**config.mk**
```make
export PLATFORM = sky130hd
export DESIGN_NAME = or_fifo_dut
export DESIGN_NICKNAME = d
export VERILOG_FILES = /design/src/rtl/or_fifo_dut.sv
export SDC_FILE = /design/constraint.sdc
export NUM_CORES = 1
export LEC_CHECK = 0
export CAP_MARGIN = 10
export CORE_AREA = 4 4 47 49
export CTS_BUF_LIST = sky130_fd_sc_hd__clkbuf_2
export DETAILED_ROUTE_END_ITERATION = 8
export DIE_AREA = 0 0 51 53
export PLACE_DENSITY = 0.77
export SETUP_SLACK_MARGIN = 0.5
export SLEW_MARGIN = 5
export SYNTH_ARGS = -nofsm -noshare
export SYNTH_HDL_FRONTEND = slang
export SYNTH_SLANG_ARGS = --single-unit
```
**constraint.sdc**
```tcl
create_clock -name CLK -period 3.85 [get_ports CLK]
set_input_delay 0.77 -clock CLK [delete_from_list [all_inputs] [get_ports CLK]]
set_output_delay 0.77 -clock CLK [all_outputs]
set_load 0.01 [all_outputs]
```
**src/rtl/or_fifo_dut.sv**
```systemverilog
`default_nettype none
// ============================================================================
//  Module      : or_fifo_q / or_fifo_dut
//  Description : Register-mapped OR test block. Two 1-bit operand FIFOs (A, B)
//                feed an OR stage whose results are queued in a 1-bit result
//                FIFO (Y). Operands are written through a write port; status
//                and results are read through a combinational read port.
//  Ports (or_fifo_dut):
//    CLK           in   rising-edge clock
//    RST_N         in   asynchronous reset, active HIGH (1 = reset)
//    write_address in 3 4 = FIFO A, 5 = FIFO B, others ignored
//    write_data    in 1 operand bit
//    write_en      in 1 write strobe
//    write_rdy     out  1 once out of reset, 0 while in reset
//    read_address  in 3 0 = A not-full, 1 = B not-full, 2 = Y not-empty,
//                       3 = Y data, others read 0
//    read_en       in 1 pops Y when read_address = 3
//    read_data     out  combinational read result
//    read_rdy      out  1 once out of reset, 0 while in reset
//  Revision    : 1.0  initial release
// ============================================================================

// ----------------------------------------------------------------------------
// Single-bit FIFO. The caller is responsible for gating push/pop against
// full/empty, which lets the result FIFO accept a push while full when the
// same edge pops it.
// ----------------------------------------------------------------------------
module or_fifo_q #(
    parameter int DEPTH = 2
) (
    input  logic clk,
    input  logic rst,
    input  logic push,
    input  logic push_data,
    input  logic pop,
    output logic head,
    output logic empty,
    output logic full
);
    // Pointer is at least one bit wide; storage is rounded up to a power of
    // two so the pointer always indexes in range (extra slots are unused).
    localparam int PW    = (DEPTH > 1) ? $clog2(DEPTH) : 1;
    localparam int CW    = $clog2(DEPTH + 1);
    localparam int SLOTS = 1 << PW;

    localparam logic [PW-1:0] c_last_ptr = PW'(DEPTH - 1);
    localparam logic [CW-1:0] c_depth    = CW'(DEPTH);

    logic [SLOTS-1:0] r_mem;
    logic [PW-1:0]    r_wr_ptr;
    logic [PW-1:0]    r_rd_ptr;
    logic [CW-1:0]    r_count;

    logic [PW-1:0]    w_wr_next;
    logic [PW-1:0]    w_rd_next;

    assign w_wr_next = (r_wr_ptr == c_last_ptr) ? '0 : r_wr_ptr + PW'(1);
    assign w_rd_next = (r_rd_ptr == c_last_ptr) ? '0 : r_rd_ptr + PW'(1);

    assign head  = r_mem[r_rd_ptr];
    assign empty = (r_count == '0);
    assign full  = (r_count == c_depth);

    always_ff @(posedge clk or posedge rst) begin
        if (rst) begin
            r_mem    <= '0;
            r_wr_ptr <= '0;
            r_rd_ptr <= '0;
            r_count  <= '0;
        end else begin
            if (push) begin
                r_mem[r_wr_ptr] <= push_data;
                r_wr_ptr        <= w_wr_next;
            end
            if (pop) begin
                r_rd_ptr <= w_rd_next;
            end
            case ({push, pop})
                2'b10:   r_count <= r_count + CW'(1);
                2'b01:   r_count <= r_count - CW'(1);
                default: r_count <= r_count;
            endcase
        end
    end
endmodule

module or_fifo_dut #(
    parameter int A_DEPTH = 2,
    parameter int B_DEPTH = 2,
    parameter int Y_DEPTH = 1
) (
    input  logic       CLK,
    input  logic       RST_N,
    input  logic [2:0] write_address,
    input  logic       write_data,
    input  logic       write_en,
    output logic       write_rdy,
    input  logic [2:0] read_address,
    input  logic       read_en,
    output logic       read_data,
    output logic       read_rdy
);
    localparam logic [2:0] c_addr_a      = 3'd4;
    localparam logic [2:0] c_addr_b      = 3'd5;
    localparam logic [2:0] c_addr_a_nf   = 3'd0;
    localparam logic [2:0] c_addr_b_nf   = 3'd1;
    localparam logic [2:0] c_addr_y_ne   = 3'd2;
    localparam logic [2:0] c_addr_y_data = 3'd3;

    logic r_ready;
    logic w_a_head, w_a_empty, w_a_full;
    logic w_b_head, w_b_empty, w_b_full;
    logic w_y_head, w_y_empty, w_y_full;
    logic w_a_push, w_b_push, w_y_pop, w_fire;

    // Ready drops asynchronously with reset and returns on the first edge
    // after release.
    always_ff @(posedge CLK or posedge RST_N) begin
        if (RST_N) begin
            r_ready <= 1'b0;
        end else begin
            r_ready <= 1'b1;
        end
    end

    assign write_rdy = r_ready;
    assign read_rdy  = r_ready;

    // Writes to a full operand FIFO are dropped, even if the OR stage pops
    // that FIFO on the same edge.
    assign w_a_push = write_en && (write_address == c_addr_a) && !w_a_full;
    assign w_b_push = write_en && (write_address == c_addr_b) && !w_b_full;
    assign w_y_pop  = read_en && (read_address == c_addr_y_data) && !w_y_empty;

    // Y has room if not full, or if the host is draining it this same edge.
    assign w_fire = !w_a_empty && !w_b_empty && (!w_y_full || w_y_pop);

    or_fifo_q #(.DEPTH(A_DEPTH)) u_fifo_a (
        .clk       (CLK),
        .rst       (RST_N),
        .push      (w_a_push),
        .push_data (write_data),
        .pop       (w_fire),
        .head      (w_a_head),
        .empty     (w_a_empty),
        .full      (w_a_full)
    );

    or_fifo_q #(.DEPTH(B_DEPTH)) u_fifo_b (
        .clk       (CLK),
        .rst       (RST_N),
        .push      (w_b_push),
        .push_data (write_data),
        .pop       (w_fire),
        .head      (w_b_head),
        .empty     (w_b_empty),
        .full      (w_b_full)
    );

    or_fifo_q #(.DEPTH(Y_DEPTH)) u_fifo_y (
        .clk       (CLK),
        .rst       (RST_N),
        .push      (w_fire),
        .push_data (w_a_head | w_b_head),
        .pop       (w_y_pop),
        .head      (w_y_head),
        .empty     (w_y_empty),
        .full      (w_y_full)
    );

    always_comb begin
        read_data = 1'b0;
        case (read_address)
            c_addr_a_nf:   read_data = !w_a_full;
            c_addr_b_nf:   read_data = !w_b_full;
            c_addr_y_ne:   read_data = !w_y_empty;
            c_addr_y_data: read_data = w_y_empty ? 1'b0 : w_y_head;
            default:       read_data = 1'b0;
        endcase
    end
endmodule

`default_nettype wire

```
; ---- Word-level counts from Yosys, hierarchy flattened
; Index checks and enable logic that the tools add are counted.
[word_totals]
reg_bits = 18
latch_bits = 0
ramBits = 0
mem_bits_ro = 0
in_bits = 11
elab_cells = 97
memories = 0
[classes]
add_sub_neg = 12
n_mul = 0
div_mod_pow = 0
order_cmp = 9
eq_ne = 13
shifts = 0
mux = 26
n_bitwise = 1
reduce_logical = 23
[ops]
columns = cell, count
row1 = 1-bit 2-to-1 mux, 16
row2 = "1-bit by 2-bit less-than comparator with 1-bit output, second input constant", 6
row3 = 1-bit logical AND, 11
row4 = "2-bit == test, second input constant", 5
row5 = 2-bit case mux with 2 select lines, 2
row6 = "1-bit adder, second input constant", 7
row7 = 2-bit bitwise mux, 3
row8 = "2-bit by 1-bit == test with 1-bit output, second input constant", 3
row9 = "3-bit by 2-bit == test with 1-bit output, second input constant", 2
row10 = "3-bit == test, second input constant", 2
row11 = 2-bit nonzero test, 3
row12 = 1-bit zero test, 5
row13 = "2-bit by 1-bit adder with 2-bit output, second input constant", 2
row14 = 2-bit zero test, 2
row15 = 1-bit case mux with 4 select lines, 1
row16 = "2-bit by 1-bit subtractor with 2-bit output, second input constant", 2
row17 = 1-bit demux with 1-bit select, 3
row18 = "3-bit by 1-bit == test with 1-bit output, second input constant", 1
row19 = "1-bit greater-or-equal comparator, second input constant", 3
row20 = 3-bit zero test, 1
row21 = 1-bit case mux with 2 select lines, 1
row22 = 1-bit logical OR, 1
row23 = 1-bit bitwise OR, 1
row24 = "1-bit subtractor, second input constant", 1

; ---- Depth between registers and ports, before layout
; Gate-level depths: netlist (run 1).
[logic_depth]
ltp_word = 7
ltp_mapped = 6
ltp_nobuf = 6

; ---- Modules after synthesis
; A second synthesis (run 1) with hierarchy kept.
[unflattened]
hier_cells = 68
hier_area_um2 = 762.0
[modules_own_cells]
columns = mod, n_inst, cells_each, area_each_um2
row1 = or_fifo_q at u_fifo_a ..., 2, 22, 271.5
row2 = or_fifo_dut, 1, 18, 126.4
row3 = or_fifo_q at u_fifo_y, 1, 6, 92.6

; ---- Worst setup path after synthesis (run 1)
; Ideal clock, no wire load.
[synth_path]
kind = input port to output port
start = input port read_address[0]
end = output port read_data
t_arrival_ns = 1.409
slack_ns = 1.671
path_stages = 3
cell_sequence = and3b_1 > a211o_1 > a21oi_1
[synth_via]
elab_chain_cells = 2
elab_cells_between_ends = 5
classes_between = eq/ne (3) / mux (1) / reduce/logical (1)
[synth_lines]
columns = item, line_no
row1 = start: declaration, 98  ; input logic [2:0] read_address,
row2 = 3-bit by 2-bit == test with 1-bit output (tied with other cells), 173  ; case (read_address)
row3 = 1-bit case mux with 4 select lines *, 173
row4 = end: declaration, 100  ; output logic read_data,
; Mark *: on every way between the ends. The rest lies on a longest branch, timed or not.

; ---- Worst setup path after layout (run 1)
; Ends and elaborated chain as after synthesis.

==> results.py, run 1 <==
metrics = {
    "final_layout": {
        "layout_common_cells": "dfrtp_1 (15), clkdlybuf4s50_1 (13), xnor2_1 (6)",
        "nNetsFinal": 90,
        "drive_gt1_frac": 0.132,
        "syn_to_final_growth_pct": 23.0,
        "n_antenna_cell": 0,
        "final_common_cell": "dfrtp_1",
        "final_cells": 103,
        "final_area_um2": 942,
    },
    "clock_network": {
        "cts_resized": 0,
        "post-cts-setup-buffers": 0,
        "path_clk_slew_ps": 140,
        "hold_buffers": 0,
        "h-tree-depth": 1,
        "clock-sinks": 15,
        "numCtsBuffers": 3,
        "clockRootBuffer": "clkbuf_2",
        "cts.path.max_buffers": 2,
        "cts_tree": "yes",
        "clk_latency_ps": 280,
    },
    "power_and_ir_drop": {
        "p_per_area_mw_per_mm2": 591,
        "power_leakage_nw": 0.411,
        "finalPower_uw": 557,
        "peakVddDrop_mv": 0.309,
    },
    "placed_design": {
        "preCtsSetupSlack_ps": 697,
        "portBuffers": 13,
        "gp_congestion": 0.688,
        "hpwl_um": 1100,
        "dpl_cell_area_um2": 922,
        "dp_cells": 99,
    },
    "grt": {
        "grt_max_degree": 16,
        "grt_pass1_wl_um": 2440,
        "overflow": 0,
        "grt_usage": 0.126,
        "grt_pass1_vias": 504,
        "antenna_found_initial": 0,
    },
    "sta": {
        "fin_crit_sh": 0.814,
        "layout_setup_ws_ps": 715,
        "finalSetupViolCount": 0,
        "finalClockSkew_ps": 0.510,
        "tightestPinTransition_ps": 578,
        "drv_slew": 0,
        "rsz0062_at_grt": "no",
        "hold_viol": 0,
        "min_period_ps": 3130,
        "fmax_mhz": 319,
        "slew_headroom": 0.614,
        "finalSetupTns_ps": 0,
    },
    "critical_path": {
        "r2r_cells": 6,
        "crit_required_ps": 3080,
        "worstReg2RegEnd": "u_fifo_a.r_count[1]",
        "worst-r2r-setup-slack_ps": 2180,
        "reg2reg_from": "u_fifo_a.r_count[1]",
        "worstPathArrival_ps": 2360,
        "worstSetupStartpointType": "input pin",
        "critical_path.max_fanout": 3,
        "path_class": "input pin to output pin",
        "worstSetupEndpointType": "output pin",
    },
    "route": {
        "drc_errors": 0,
        "viasPerCell": 4.83,
        "first_pass_iters": 2,
        "dr_total_vias": 498,
        "drt_iter0_drc": 1,
        "ant_nets": 0,
        "wl_per_cell_um": 13.4,
        "wl_um": 1380,
    },
    "floorplan": {
        "core_area_mm2": 0.00186,
        "initial_core_util": 0.411,
        "num_rows": 16,
        "die_w_um": 51,
        "ioPinCount": 14,
        "die_h_um": 53,
        "design.die.area_mm2": 0.00270,
    },
    "synthesis": {
        "yosysTopAreaCell": "dfrtp_1",
        "avgSynthCellArea_um2": 12.8,
        "synth.net_count": 73,
        "yosysSeqAreaShare": 0.490,
        "ys_top_cells_by_area": "dfrtp_1 (49%), mux2_1 (7.4%), xnor2_1 (6.9%)",
        "syn_area_um2": 766,
        "syn_inst": 60,
        "synth_warnings": 0,
        "yosys_register_bits": 15,
        "synth.distinct_cells": 26,
        "synth_top_area_frac": 0.490,
    },
    "status": {
        "status": "finished clean",
    },
    "min_path": {
        "hp-start": "u_fifo_a.r_rd_ptr",
        "hold_path.class": "flip-flop to flip-flop",
        "min_path_cells": 1,
        "whs_endpoint": "u_fifo_a.r_rd_ptr",
    },
    "job": {
        "drv_cap": 0,
    },
}
-- Yosys cell counts --
| cell type | instances |
|---|---|
| dfrtp_1 | 15 |
| xnor2_1 | 6 |
| mux2_1 | 5 |
| xor2_1 | 4 |
| nand2_1 | 3 |
| and3b_1 | 2 |
| ha_1 | 2 |
| inv_1 | 2 |
| mux2i_1 | 2 |
| nand4b_1 | 2 |
| nor2_1 | 2 |
| a211o_1 | 1 |
| a21oi_1 | 1 |
| a21oi_4 | 1 |
| buf_4 | 1 |
| conb_1 | 1 |
| nand2b_1 | 1 |
| nand3_1 | 1 |
| nand3b_4 | 1 |
| nand4_1 | 1 |
| nor2b_2 | 1 |
| nor4_1 | 1 |
| nor4b_2 | 1 |
| o211ai_1 | 1 |
| o22ai_2 | 1 |
| or3_4 | 1 |
-- cell type report --
cell class	instances	area, um2
flip-flops and latches	15	375
clock buffers	4	20.0
repair buffers	13	130
multi-input cells	42	375
inverters	2	7.51
well taps	27	33.8
fillers	162	920
-- critical path: stages --
cell and delay (ps):
clkdlybuf4s50_1 440, and3b_1 190, a211o_1 260, a21oi_1 140, clkdlybuf4s50_1 560
-- metal layers --
| metal | global-route usage | share of wire | routed length, um | vias up |
|---|---|---|---|---|
| li1 | - | - | - | 242 |
| met1 | 0.157 | 0.42 | 577 | 241 |
| met2 | 0.195 | 0.51 | 705 | 10 |
| met3 | 0.0310 | 0.037 | 51 | 5 |
| met4 | 0.0807 | 0.031 | 42 | 0 |
| met5 | 0 | 0 | 0 | - |
-- power by group --
part	total, mW	switching (mW)	internal (mW)
registers	0.295	0.0668	0.228
clock network	0.0775	0.0500	0.0275
logic	0.185	0.0757	0.109
-- worst max-delay path by stage --
| stage | endpoint | slack (ps) | startpoint |
|---|---|---|---|
| after floorplan | read_data | 1670 | read_address[0] |
| after global placement | read_data | 770 | read_address[0] |
| after detailed placement | read_data | 700 | read_address[0] |
| after CTS | read_data | 700 | read_address[0] |
| after global routing | read_data | 640 | read_address[0] |
| final | read_data | 720 | read_address[0] |
-- cells by family (layout without fill, tap and decap cells) --
logic type | count (synthesis) | count (layout) | share of synthesized area
compound gates | 5 | 5 | 0.0654
xor+xnor | 10 | 10 | 0.114
fa+ha+maj | 2 | 2 | 0.0327
buf+inv | 3 | 19 | 0.0196
flops | 15 | 15 | 0.490
mux | 7 | 7 | 0.0997
other cells | 1 | 1 | 0.00490
simple gates | 17 | 17 | 0.173
-- sequential cells by signal, summed over array words and instances (netlist names) --
name / flops
u_fifo_a.r_rd_ptr: 1
u_fifo_b.r_rd_ptr: 1
u_fifo_b.r_count: 2
read_rdy: 1
u_fifo_y.r_mem: 1
u_fifo_b.r_mem: 2
u_fifo_b.r_wr_ptr: 1
u_fifo_a.r_count: 2
u_fifo_a.r_wr_ptr: 1
u_fifo_y.full: 1
u_fifo_a.r_mem: 2
-- per-stage QoR --
step | util | hold WS [ps]
after global routing | 0.506 | 517
after floorplan | - | 457
after global placement | 0.495 | 471
after CTS | 0.506 | 505
after detailed placement | 0.495 | 478
final | 0.506 | 499
Power figures use the tool's default switching activity.
==> run 2: changes to the inputs <==
--- a/config.mk
+++ b/config.mk
@@ -10,7 +10,7 @@
 export CTS_BUF_LIST = sky130_fd_sc_hd__clkbuf_2
 export DETAILED_ROUTE_END_ITERATION = 8
 export DIE_AREA = 0 0 51 53
-export PLACE_DENSITY = 0.77
+export PLACE_DENSITY = 0.79
 export SETUP_SLACK_MARGIN = 0.5
 export SLEW_MARGIN = 5
 export SYNTH_ARGS = -nofsm -noshare
==> constraint.sdc (replaced) <==
create_clock -name CLK -period 2.75 [get_ports CLK]
set_input_delay 0.55 -clock CLK [delete_from_list [all_inputs] [get_ports CLK]]
set_output_delay 0.55 -clock CLK [all_outputs]
set_load 0.01 [all_outputs]
==> run 2 against run 1 <==
Setup slack got worse by 40 ps. Combinational power rose by 37%. Total power rose by 38%. Cell count did not move. Sequential cell count did not move. Worst hold slack improved by 4.2 ps. Clock power rose by 32%. Die area did not move. Non-clock buffer count did not move. Clock skew rose by 16 ps. Critical path type unchanged. Largest cell class unchanged.
==> results.py, run 2 (synthesized netlist as in run 1, its figures left out) <==
metrics = {
    "status": {
        "status": "finished clean",
    },
    "critical_path": {
        "worstSetupStartpointType": "input pin",
        "worstSetupEndpointType": "output pin",
        "critical_path.cell_chain": "dlygate4sd2_1, and3b_1, a211o_1, a21oi_1, buf_2",
        "crit_buf_inv": 2,
        "slowest_stage": "dlygate4sd2_1",
        "worstPathArrival_ps": 1520,
        "path_class": "input pin to output pin",
        "crit_required_ps": 2200,
        "cpPeakStageDelay_ps": 260,
        "critical_path.max_fanout": 3,
        "path_delay_family": "buffers and inverters",
    },
    "floorplan": {
        "design.die.area_mm2": 0.00270,
        "die_w_um": 51,
        "ioPinCount": 14,
        "die_h_um": 53,
        "num_rows": 16,
        "initial_core_util": 0.411,
        "core_area_mm2": 0.00186,
    },
    "clock_network": {
        "post-cts-setup-buffers": 0,
        "path_clk_slew_ps": 150,
        "clk_latency_ps": 280,
        "clock-sinks": 15,
        "h-tree-depth": 1,
        "cts.path.max_buffers": 2,
        "cts_tree": "yes",
        "clockRootBuffer": "clkbuf_2",
        "numCtsBuffers": 3,
    },
    "final_layout": {
        "syn_to_final_growth_pct": 22.2,
        "final_area_um2": 936,
        "final_cells": 103,
        "num-fill-cells": 176,
        "multiInputGateArea_um2": 375,
        "regArea_um2": 375,
        "n_antenna_cell": 0,
        "final_common_cell": "dfrtp_1",
        "layout_common_cells": "dfrtp_1 (15), clkdlybuf4s50_1 (11), xnor2_1 (6)",
        "drive_gt1_frac": 0.145,
        "nNetsFinal": 90,
    },
    "placed_design": {
        "dp_cells": 99,
        "dpl_cell_area_um2": 922,
        "portBuffers": 13,
        "gp_congestion": 0.698,
        "hpwl_um": 1080,
    },
    "route": {
        "wl_um": 1330,
        "wl_per_cell_um": 12.9,
        "ant_nets": 0,
        "first_pass_iters": 4,
        "dr_total_vias": 499,
        "viasPerCell": 4.84,
        "drt_iter0_drc": 2,
        "drc_errors": 0,
    },
    "sta": {
        "slew_headroom": 0.614,
        "finalSetupViolCount": 0,
        "min_period_ps": 2070,
        "finalSetupTns_ps": 0,
        "fmax_mhz": 482,
        "hold_viol": 0,
        "tightestPinTransition_ps": 578,
        "fin_crit_sh": 0.754,
        "finalClockSkew_ps": 16.1,
        "rsz0062_at_grt": "no",
        "drv_slew": 0,
    },
    "power_and_ir_drop": {
        "p_per_area_mw_per_mm2": 821,
        "peakVddDrop_mv": 0.352,
        "power_leakage_nw": 0.413,
    },
    "grt": {
        "grt_pass1_vias": 495,
        "grt_max_degree": 16,
        "overflow": 0,
        "antenna_found_initial": 0,
        "grt_usage": 0.115,
        "grt_pass1_wl_um": 2270,
    },
    "job": {
        "drv_cap": 0,
    },
    "min_path": {
        "hold_path.class": "flip-flop to flip-flop",
    },
}
## run 2: changes by cell type in the layout (fill, tap and decap cells not counted)
cell and change:
buf_2 +1, clkbuf_2 -1, clkdlybuf4s50_1 -2, clkinv_2 +1
dlygate4sd2_1 +1
## run 2: worst reg2reg max path, stage by stage (launching register included)
cell	delay, ps
dfrtp_1	430
nor2b_2	200
or3_4	350
ha_1	310
nor2_1	130
xor2_1	150
## run 2: what timing repair did
| action | in CTS | in global routing |
|---|---|---|
| hold buffers | 0 | 0 |
| resized for setup | 5 | 0 |
| setup endpoints to repair | 1 | 0 |
## run 2: path summary, 6_finish.rpt
kind	startpoint	endpoint	slack, ps	cells past startpoint
setup / recovery	read_address[0]	read_data	680	5
hold / removal	u_fifo_b.r_rd_ptr	u_fifo_b.r_rd_ptr	500	1
setup reg to reg	u_fifo_a.r_count[1]	u_fifo_a.r_count[1]	1110	5
hold reg to reg	u_fifo_b.r_rd_ptr	u_fifo_b.r_rd_ptr	500	1
max in group asynchronous	RST_N	u_fifo_b.r_count[1]	1740	2
min in group asynchronous	RST_N	u_fifo_b.r_mem[0]	610	2
## run 2: layout make-up
type / instances / share of cell area
Clock buffer: 3 / 0.0160
Tap cell: 27 / 0.0361
Timing Repair Buffer: 13 / 0.132
Inverter: 2 / 0.00802
Multi-Input combinational cell: 42 / 0.401
Clock inverter: 1 / 0.00535
Sequential cell: 15 / 0.401
## run 2: layer usage
layer  global-route usage  part of all wire  up-vias
li1                     -                 -      244
met4               0.0807             0.013        0
met5                    0                 0        -
met1                0.142              0.46      240
met2                0.185              0.48       13
met3               0.0169             0.050        2
## run 2: through the flow
stage               setup slack (ps)  hold slack, ps  utilization  total power [mW]
floorplan                       1010             451            -             0.600
global placement                 104             469        0.495             0.661
detailed placement              60.8             478        0.495             0.677
CTS                              675             504        0.503             0.774
global route                     559             519        0.503             0.828
finish                           675             503        0.503             0.768
## run 2: where the power goes
group          internal, mW  switching (mW)  total (mW)
combinational         0.149           0.104       0.253
clock                0.0329          0.0692       0.102
sequential            0.319          0.0940       0.413
